$ cat src/rtl/io_pkg.sv
`default_nettype none
// ============================================================================
// Module      : io_pkg
// Description : Shared types and constants for the IO responder slice:
//               poll state encoding and NES button bit positions.
// Revision    : 1.0 - initial release
// ============================================================================
package io_pkg;

    typedef enum logic [2:0] {
        IDLE   = 3'd0,
        LATCH  = 3'd1,
        LOW    = 3'd2,
        HIGH   = 3'd3,
        COMMIT = 3'd4
    } poll_state_t;

    localparam int NUM_BUTTONS = 8;

    // Serial order A first, so A lands in the MSB after eight shifts
    localparam int BTN_A      = 7;
    localparam int BTN_B      = 6;
    localparam int BTN_SELECT = 5;
    localparam int BTN_START  = 4;
    localparam int BTN_UP     = 3;
    localparam int BTN_DOWN   = 2;
    localparam int BTN_LEFT   = 1;
    localparam int BTN_RIGHT  = 0;

endpackage
`default_nettype wire

$ cat src/rtl/io_responder_controller_poller.sv
`default_nettype none
// ============================================================================
// Module      : controller_poller
// Description : Once-per-frame NES controller poll: latch, eight serial bits
//               MSB-first into shadows, then atomic commit to button bytes.
//               Controller 2 capture exists only when IO_CONTROLLER_2_EN is
//               defined; otherwise buttons_2 is tied to 8'h00.
// Revision    : 1.0 - initial release
// ============================================================================
module controller_poller
    import io_pkg::*;
#(
    parameter int CLK_DIV = 6
) (
    input  logic       clk,
    input  logic       rst,
    input  logic       start,
    input  logic       controller_1_data,
    input  logic       controller_2_data,
    output logic       controller_latch,
    output logic       controller_clk,
    output logic [7:0] buttons_1,
    output logic [7:0] buttons_2
);

    localparam int                CNT_W        = 9;
    localparam logic [CNT_W-1:0]  c_div_last   = CNT_W'(CLK_DIV - 1);
    localparam logic [CNT_W-1:0]  c_latch_last = CNT_W'(2 * CLK_DIV - 1);
    localparam logic [2:0]        c_last_bit   = 3'(NUM_BUTTONS - 1);

    poll_state_t      r_state;
    logic [CNT_W-1:0] r_div;
    logic [2:0]       r_bit;
    logic             r_latch;
    logic             r_clk;
    logic [7:0]       r_shadow_1;
    logic [7:0]       r_buttons_1;
`ifdef IO_CONTROLLER_2_EN
    logic [7:0]       r_shadow_2;
    logic [7:0]       r_buttons_2;
`endif

    always_ff @(posedge clk) begin
        if (rst) begin
            r_state     <= IDLE;
            r_div       <= '0;
            r_bit       <= '0;
            r_latch     <= 1'b0;
            r_clk       <= 1'b0;
            r_shadow_1  <= 8'h00;
            r_buttons_1 <= 8'h00;
`ifdef IO_CONTROLLER_2_EN
            r_shadow_2  <= 8'h00;
            r_buttons_2 <= 8'h00;
`endif
        end else begin
            case (r_state)
                IDLE: begin
                    if (start) begin
                        r_state <= LATCH;
                        r_latch <= 1'b1;
                        r_div   <= '0;
                    end
                end
                LATCH: begin
                    if (r_div == c_latch_last) begin
                        r_state <= LOW;
                        r_latch <= 1'b0;
                        r_clk   <= 1'b0;
                        r_bit   <= '0;
                        r_div   <= '0;
                    end else begin
                        r_div <= r_div + 1'b1;
                    end
                end
                LOW: begin
                    if (r_div == c_div_last) begin
                        r_div      <= '0;
                        // Buttons are active-low on the wire; store pressed as 1
                        r_shadow_1 <= {r_shadow_1[6:0], ~controller_1_data};
`ifdef IO_CONTROLLER_2_EN
                        r_shadow_2 <= {r_shadow_2[6:0], ~controller_2_data};
`endif
                        if (r_bit == c_last_bit) begin
                            r_state <= COMMIT;
                        end else begin
                            r_state <= HIGH;
                            r_clk   <= 1'b1;
                        end
                    end else begin
                        r_div <= r_div + 1'b1;
                    end
                end
                HIGH: begin
                    if (r_div == c_div_last) begin
                        r_div   <= '0;
                        r_clk   <= 1'b0;
                        r_bit   <= r_bit + 1'b1;
                        r_state <= LOW;
                    end else begin
                        r_div <= r_div + 1'b1;
                    end
                end
                COMMIT: begin
                    r_buttons_1 <= r_shadow_1;
`ifdef IO_CONTROLLER_2_EN
                    r_buttons_2 <= r_shadow_2;
`endif
                    r_state     <= IDLE;
                end
                default: begin
                    r_state <= IDLE;
                end
            endcase
        end
    end

    assign controller_latch = r_latch;
    assign controller_clk   = r_clk;
    assign buttons_1        = r_buttons_1;

`ifdef IO_CONTROLLER_2_EN
    assign buttons_2 = r_buttons_2;
`else
    logic w_unused_c2_data;
    assign w_unused_c2_data = controller_2_data;
    assign buttons_2        = 8'h00;
`endif

endmodule
`default_nettype wire

$ cat src/rtl/io_responder.sv
`default_nettype none
// ============================================================================
// Module      : io_responder
// Description : CPU responder for IO window 0x7000-0x7003: vblank IRQ flag,
//               IRQB drive, read mux and controller polling. Second controller
//               is enabled by defining IO_CONTROLLER_2_EN.
// Revision    : 1.0 - initial release
// ============================================================================
module io_responder
    import io_pkg::*;
#(
    parameter int CLK_DIV = 6
) (
    input  logic       clk,
    input  logic       rst,
    input  logic       SELECT_in_vblank,
    input  logic       SELECT_clr_vblank_irq,
    input  logic       SELECT_controller_1,
    input  logic       SELECT_controller_2,
    input  logic       cpu_wr,
    output logic [7:0] cpu_data_out,
    input  logic       in_vblank,
    output logic       vblank_irqb,
    output logic       controller_latch,
    output logic       controller_clk,
    input  logic       controller_1_data,
    input  logic       controller_2_data
);

    logic       r_in_vblank_q;
    logic       r_irq_flag;
    logic       r_irqb;
    logic       w_vblank_rise;
    logic       w_irq_clr;
    logic [7:0] w_buttons_1;
    logic [7:0] w_buttons_2;

    assign w_vblank_rise = in_vblank & ~r_in_vblank_q;
    assign w_irq_clr     = cpu_wr & SELECT_clr_vblank_irq;

    always_ff @(posedge clk) begin
        if (rst) begin
            r_in_vblank_q <= 1'b0;
            r_irq_flag    <= 1'b0;
            r_irqb        <= 1'b1;
        end else begin
            r_in_vblank_q <= in_vblank;
            // A new frame must never be lost to a racing acknowledge
            if (w_vblank_rise) begin
                r_irq_flag <= 1'b1;
            end else if (w_irq_clr) begin
                r_irq_flag <= 1'b0;
            end
            r_irqb <= ~r_irq_flag;
        end
    end

    assign vblank_irqb = r_irqb;

    controller_poller #(
        .CLK_DIV (CLK_DIV)
    ) u_poller (
        .clk               (clk),
        .rst               (rst),
        .start             (w_vblank_rise),
        .controller_1_data (controller_1_data),
        .controller_2_data (controller_2_data),
        .controller_latch  (controller_latch),
        .controller_clk    (controller_clk),
        .buttons_1         (w_buttons_1),
        .buttons_2         (w_buttons_2)
    );

    always_comb begin
        cpu_data_out = 8'h00;
        if (SELECT_in_vblank) begin
            cpu_data_out = {7'b0, r_in_vblank_q};
        end else if (SELECT_clr_vblank_irq) begin
            cpu_data_out = {7'b0, r_irq_flag};
        end else if (SELECT_controller_1) begin
            cpu_data_out = w_buttons_1;
        end else if (SELECT_controller_2) begin
            cpu_data_out = w_buttons_2;
        end
    end

endmodule
`default_nettype wire

$ cat config.mk
export PLATFORM = sky130hd
export DESIGN_NAME = io_responder
export DESIGN_NICKNAME = d
export VERILOG_FILES = /design/src/rtl/io_pkg.sv /design/src/rtl/io_responder_controller_poller.sv /design/src/rtl/io_responder.sv
export SDC_FILE = /design/constraint.sdc
export NUM_CORES = 1
export LEC_CHECK = 0
export CORE_UTILIZATION = 35
export CTS_CLUSTER_SIZE = 10
export DETAILED_ROUTE_END_ITERATION = 16
export HOLD_SLACK_MARGIN = 0.15
export PLACE_DENSITY = 0.62
export RECOVER_POWER = 100
export SLEW_MARGIN = 20
export SYNTH_ARGS = -nofsm -noshare
export SYNTH_HDL_FRONTEND = slang
export SYNTH_SLANG_ARGS = --single-unit
$ cat constraint.sdc
create_clock -name clk -period 1.65 [get_ports clk]
set_input_delay 0.33 -clock clk [delete_from_list [all_inputs] [get_ports clk]]
set_output_delay 0.33 -clock clk [all_outputs]
set_load 0.03 [all_outputs]
## After elaboration in Yosys (flattened, before gate mapping)

Cells that the tools add are included.

| word-level totals | value |
|---|---|
| register bits | 36 |
| output and inout port bits | 11 |
| logic and storage cells | 67 |

| cells by class | value |
|---|---|
| add/subtract/negate cells | 2 |
| equal/unequal tests | 12 |
| muxes and demuxes | 25 |
| bitwise gates (word level) | 5 |
| reduce and logical (&&, ||, !) cells | 13 |

Operators by type and width:

| cell | count |
|---|---|
| 9-bit 2-to-1 mux | 3 |
| 9-bit one-hot mux with 3 select lines | 1 |
| 8-bit 2-to-1 mux | 3 |
| 3-bit 2-to-1 mux | 7 |
| 3-bit one-hot mux with 4 select lines | 1 |
| 9-bit by 1-bit adder with 9-bit output (second input constant) | 1 |
| 9-bit by 3-bit equality test with 1-bit output (second input constant) | 1 |
| 9-bit by 4-bit equality test with 1-bit output (second input constant) | 1 |
| 2-bit by 1-bit inequality test with 1-bit output (second input constant) | 4 |
| 1-bit 2-to-1 mux | 7 |
| 3-bit by 2-bit equality test with 1-bit output (second input constant) | 2 |
| 3-bit equality test (second input constant) | 2 |
| 3-bit one-hot mux with 2 select lines | 1 |
| 3-bit AND reduction | 2 |
| 2-bit nonzero test | 3 |
| 3-bit nonzero test | 2 |
| 5-bit AND reduction | 1 |
| 2-bit AND reduction | 2 |
| 4-bit AND reduction | 1 |
| 3-bit by 1-bit adder with 3-bit output (second input constant) | 1 |
| 3-bit by 1-bit equality test with 1-bit output (second input constant) | 1 |
| 3-bit logical NOT | 1 |
| 1-bit inverter | 3 |
| 1-bit one-hot mux with 3 select lines | 1 |
| other kinds (4) | 5 |

## Longest topological paths before layout

| depth | value |
|---|---|
| word-level depth | 4 |
| depth in mapped cells | 7 |
| depth with buffers taken out | 7 |

## Hierarchy

A second synthesis with hierarchy kept.

| second synthesis, totals | value |
|---|---|
| cell total of the unflattened synthesis | 218 |
| area total of the unflattened synthesis | 1,901.8 um^2 |

Modules (own cells, without submodules):

| module | times used | cells each | area each (um^2) |
|---|---|---|---|
| controller_poller | 1 | 185 | 1,644.1 |
| io_responder | 1 | 33 | 257.7 |

## Worst setup path before layout

OpenSTA, ideal clock, no wires.

| path | value |
|---|---|
| kind | register -> register |
| start | reg u_poller.r_div[5] |
| end | reg u_poller.r_bit[0] |
| arrival time | 1,574 ps |
| required time | 1,522 ps |
| path slack | -52 ps |
| stages on the path, launching flop included | 6 |
| clock period less this slack | 1,702 ps |
| path through | dfxtp_1 > or4_4 > nor3_4 > and3_2 > mux2i_1 > nor2_1 |

| between the ends | value |
|---|---|
| cells in the longest elaborated chain, start to end | 3 |
| elaborated cells between the ends (all ways) | 5 |
| classes of those cells | eq/ne (4); reduce/logical (1) |

RTL lines:

| item | line | RTL |
|---|---|---|
| from (decl) | io_responder_controller_poller.sv:32 | `logic [CNT_W-1:0] r_div;` |
| from (signal assigned) | io_responder_controller_poller.sv:73 | `r_div <= r_div + 1'b1;` |
| from (signal assigned) | io_responder_controller_poller.sv:91 | `r_div <= r_div + 1'b1;` |
| from (signal assigned) | io_responder_controller_poller.sv:101 | `r_div <= r_div + 1'b1;` |
| 9-bit by 3-bit equality test with 1-bit output or 9-bit by 4-bit equality test with 1-bit output (tied branches) | io_responder_controller_poller.sv:95, io_responder_controller_poller.sv:66 |  |
| 2-bit by 1-bit inequality test with 1-bit output (no line) | - |  |
| 3-bit AND reduction (no line) (*) | - |  |
| to (signal assigned) | io_responder_controller_poller.sv:98 | `r_bit <= r_bit + 1'b1;` |
| to (decl) | io_responder_controller_poller.sv:33 | `logic [2:0] r_bit;` |

Mark *: on every way between the ends. The rest lies on a longest branch, timed or not.
A chain may end at the register's enable or synchronous reset.

## Worst setup path in the final report

| path | value |
|---|---|
| start | reg u_poller.r_div[8] |
| end | reg u_poller.r_bit[0] |

Same word-level chain as after synthesis.

==> metrics <==
storage element area=726 um2; RSZ-0062 raised after global routing=yes; worst-margin pin slew=0.438 ns; post-layout min period=1.73 ns; syn avg cell area=8.53 um2; area of the multi-input gates=983 um2; non-filler instance count after layout=320; drt first pass iters=10; min-delay worst type=register to register; Final HPWL DP=2.54 mm; final core utilization=0.485; FF-to-FF End=u_poller.r_bit[0]$_SDFFE_PP0P_; Residual DRC=2; area growth from synthesis to layout=33.4%; P_sw=410 uW; Site Rows=25; CP endpoint=u_poller.r_bit[0]$_SDFFE_PP0P_; sequential share of power=0.539; worst path required time=1.82 ns; CTS buffer count=5; clk slew on worst S/H paths=0.07 ns; Crit. End Element=register; Max Buffers Root-to-Sink=2; GP Congestion=0.771; PnR Total Power=1670 uW; grt ovf=0; Post-CTS Hold Buffers=0; most frequent cell after synthesis=dfxtp_1; Worst Setup Path Type=register to register; Initial Utilization=0.363; Combinational Power Share=0.113; sequential area share after synthesis=0.420; DRT Wirelength=3.75 mm; share of the synthesized area in the top cell type=0.420; worst setup margin=-0.0838 ns; Fin. Hold Viols=0; clock power share=0.348; clk sink count=36; Final Cell Area=2290 um2; R2R Setup Slk=-0.08 ns; filler cell count=474; maxcap violations=0; clock skew=0.00567 ns; Final Cycle Share=1.05; DRT antenna net count=0; gr usage total=0.156; first-pass GRT wire length=6.35 mm; endpoints failing setup=13; dominant synthesized flop cell=dfxtp_1; count of cell types in the netlist=43; maximum vdd drop=0.231 mV; core footprint=4720 um2; failing checks=DRC, setup timing; CTS tree=done; die height=72.0 um; number of H-tree levels=2; worst slack, placed=-0.236 ns; status=finished with violations; Startpoint Class=register; Wirelength per Cell=11.7 um; initial antenna violation count=0; leakage=0.000940 uW; Initial DRC Count=69; pwr dens=729 nW/um2; Synth top cells by count=dfxtp_1 (36), nand2_1 (29), nor2_1 (20); via/cell ratio=4.83; Final nets=267; largest net degree at the start of global routing=35; number of global-route vias before repair=1414; R2R cell count=6; Final Slew Violations=0; largest cells by area after synthesis=dfxtp_1 (42%), nand2_1 (6.3%), a21oi_1 (5.3%); Port Buffers=18; Syn Inst Count=201; vias=1547; Sw Share=0.246; synthesized net count=215; synthesized cell area=1720 um2; die span in x=72.0 um; max_slew headroom=0.705; critical path launch point=u_poller.r_div[8]$_SDFFE_PP0P_; area leader, netlist=dfxtp_1; Inst Count DP=309; yosys warns=0; clock root buffer=clkbuf_8; Internal Power=1260 uW; # IOs=21; Post-synth ARST share=0; min-delay src=r_irq_flag$_SDFFE_PP0P_; worst-skew pair later-pin latency=0.29 ns; CP arrival=1.90 ns; FMAX=577 MHz; FF+latch count, synth=36; dpl cell area=2130 um2; Antenna Cells=0; share of cells above drive strength 1=0.281; Critical R2R Launch=u_poller.r_div[8]$_SDFFE_PP0P_; die area=5190 um2; number of synthesized flops with an enable pin=0; worst-path fanout max=4
[area by class of cell]
class | count | area share
Multi-Input combinational cell | 153 | 0.430
Inverter | 5 | 0.00820
Timing Repair Buffer | 52 | 0.174
Sequential cell | 36 | 0.317
Clock buffer | 6 | 0.0317
Clock inverter | 1 | 0.00219
Tap cell | 67 | 0.0366
[metal layers]
metal  track usage  up-vias  part of all wire
met3        0.0347        6             0.032
li1              -      809                 -
met5             0        -                 0
met4        0.0588        0             0.015
met2         0.263       27              0.48
met1         0.194      705              0.47
[power groups by stage]
stage | clock (uW) | combinational, uW | sequential (uW)
finish | 581 | 189 | 900
global route | 640 | 210 | 902
CTS | 607 | 189 | 896
detailed placement | 0 | 186 | 916
global placement | 0 | 186 | 915
floorplan | 0 | 102 | 924
[timing repair]
item / CTS / global route
pin swaps: 8 / 5
cloned: 1 / 0
resized for setup: 9 / 16
setup buffers: 2 / 1
setup endpoints to repair: 25 / 24
endpoints found under the hold margin: 0 / 0
[critical path: stages, from the launching register on]
cell	delay [ns]
dfxtp_1	0.31
or4_4	0.56
nor3_4	0.17
buf_4	0.15
and3_4	0.20
mux2i_1	0.18
nor2_1	0.05
[cell families (layout without fill, tap and decap cells)]
logic type | count (synthesis) | in the layout | synth area share
multiplexers | 9 | 9 | 0.0525
flip-flops | 36 | 36 | 0.420
AO/OA/AOI/OAI | 42 | 42 | 0.150
adder cells (fa/ha/maj) | 4 | 4 | 0.0292
XOR/XNOR | 1 | 1 | 0.00511
AND/OR/NAND/NOR | 96 | 97 | 0.295
buffers and inverters | 13 | 64 | 0.0481
[cells in the final DEF (no fill, tap or decap), types with 3 or more instances in the layout]
cell,synthesis,routed
nand2b_1,5,5
nor2b_1,4,4
nor2_1,20,20
clkbuf_2,0,3
clkdlybuf4s50_1,0,4
a21oi_1,18,17
dlygate4sd2_1,0,3
dfxtp_1,36,32
mux2i_1,9,9
nor4_1,3,3
buf_4,1,36
inv_1,5,4
and2_1,9,5
o21ai_0,6,5
and2_0,0,3
clkbuf_8,3,5
o22ai_1,3,3
nand2_1,29,29
clkbuf_1,3,3
nand3_1,10,10
dfxtp_2,0,4
[how the worst min path moves through the flow]
stage	endpoint	slack [ns]	depth (start not counted)
2_1_floorplan	vblank_irqb$_SDFF_PP1_	0.38	1
3_3_place_gp	vblank_irqb$_SDFF_PP1_	0.40	1
3_5_place_dp	vblank_irqb$_SDFF_PP1_	0.40	1
4_1_cts	vblank_irqb$_SDFF_PP1_	0.42	1
5_1_grt	vblank_irqb$_SDFF_PP1_	0.45	1
6_report	vblank_irqb$_SDFF_PP1_	0.41	1
[per-stage QoR]
step | hold slack, ns | TNS [ns]
after floorplan | 0.384 | -0.0874
after global placement | 0.395 | -2.01
after detailed placement | 0.399 | -2.34
after CTS | 0.416 | -1.19
after global routing | 0.448 | -2.13
final | 0.409 | -0.353
[flip-flops by register name (all words and copies together), names as in the netlist]
register	count
u_poller.controller_latch	1
u_poller.r_shadow_1	8
u_poller.controller_clk	1
u_poller.r_bit	3
r_in_vblank_q	1
u_poller.buttons_1	8
u_poller.r_div	9
r_irq_flag	1
vblank_irqb	1
u_poller.r_state	3
No activity file was read; power rests on OpenSTA's default activity.
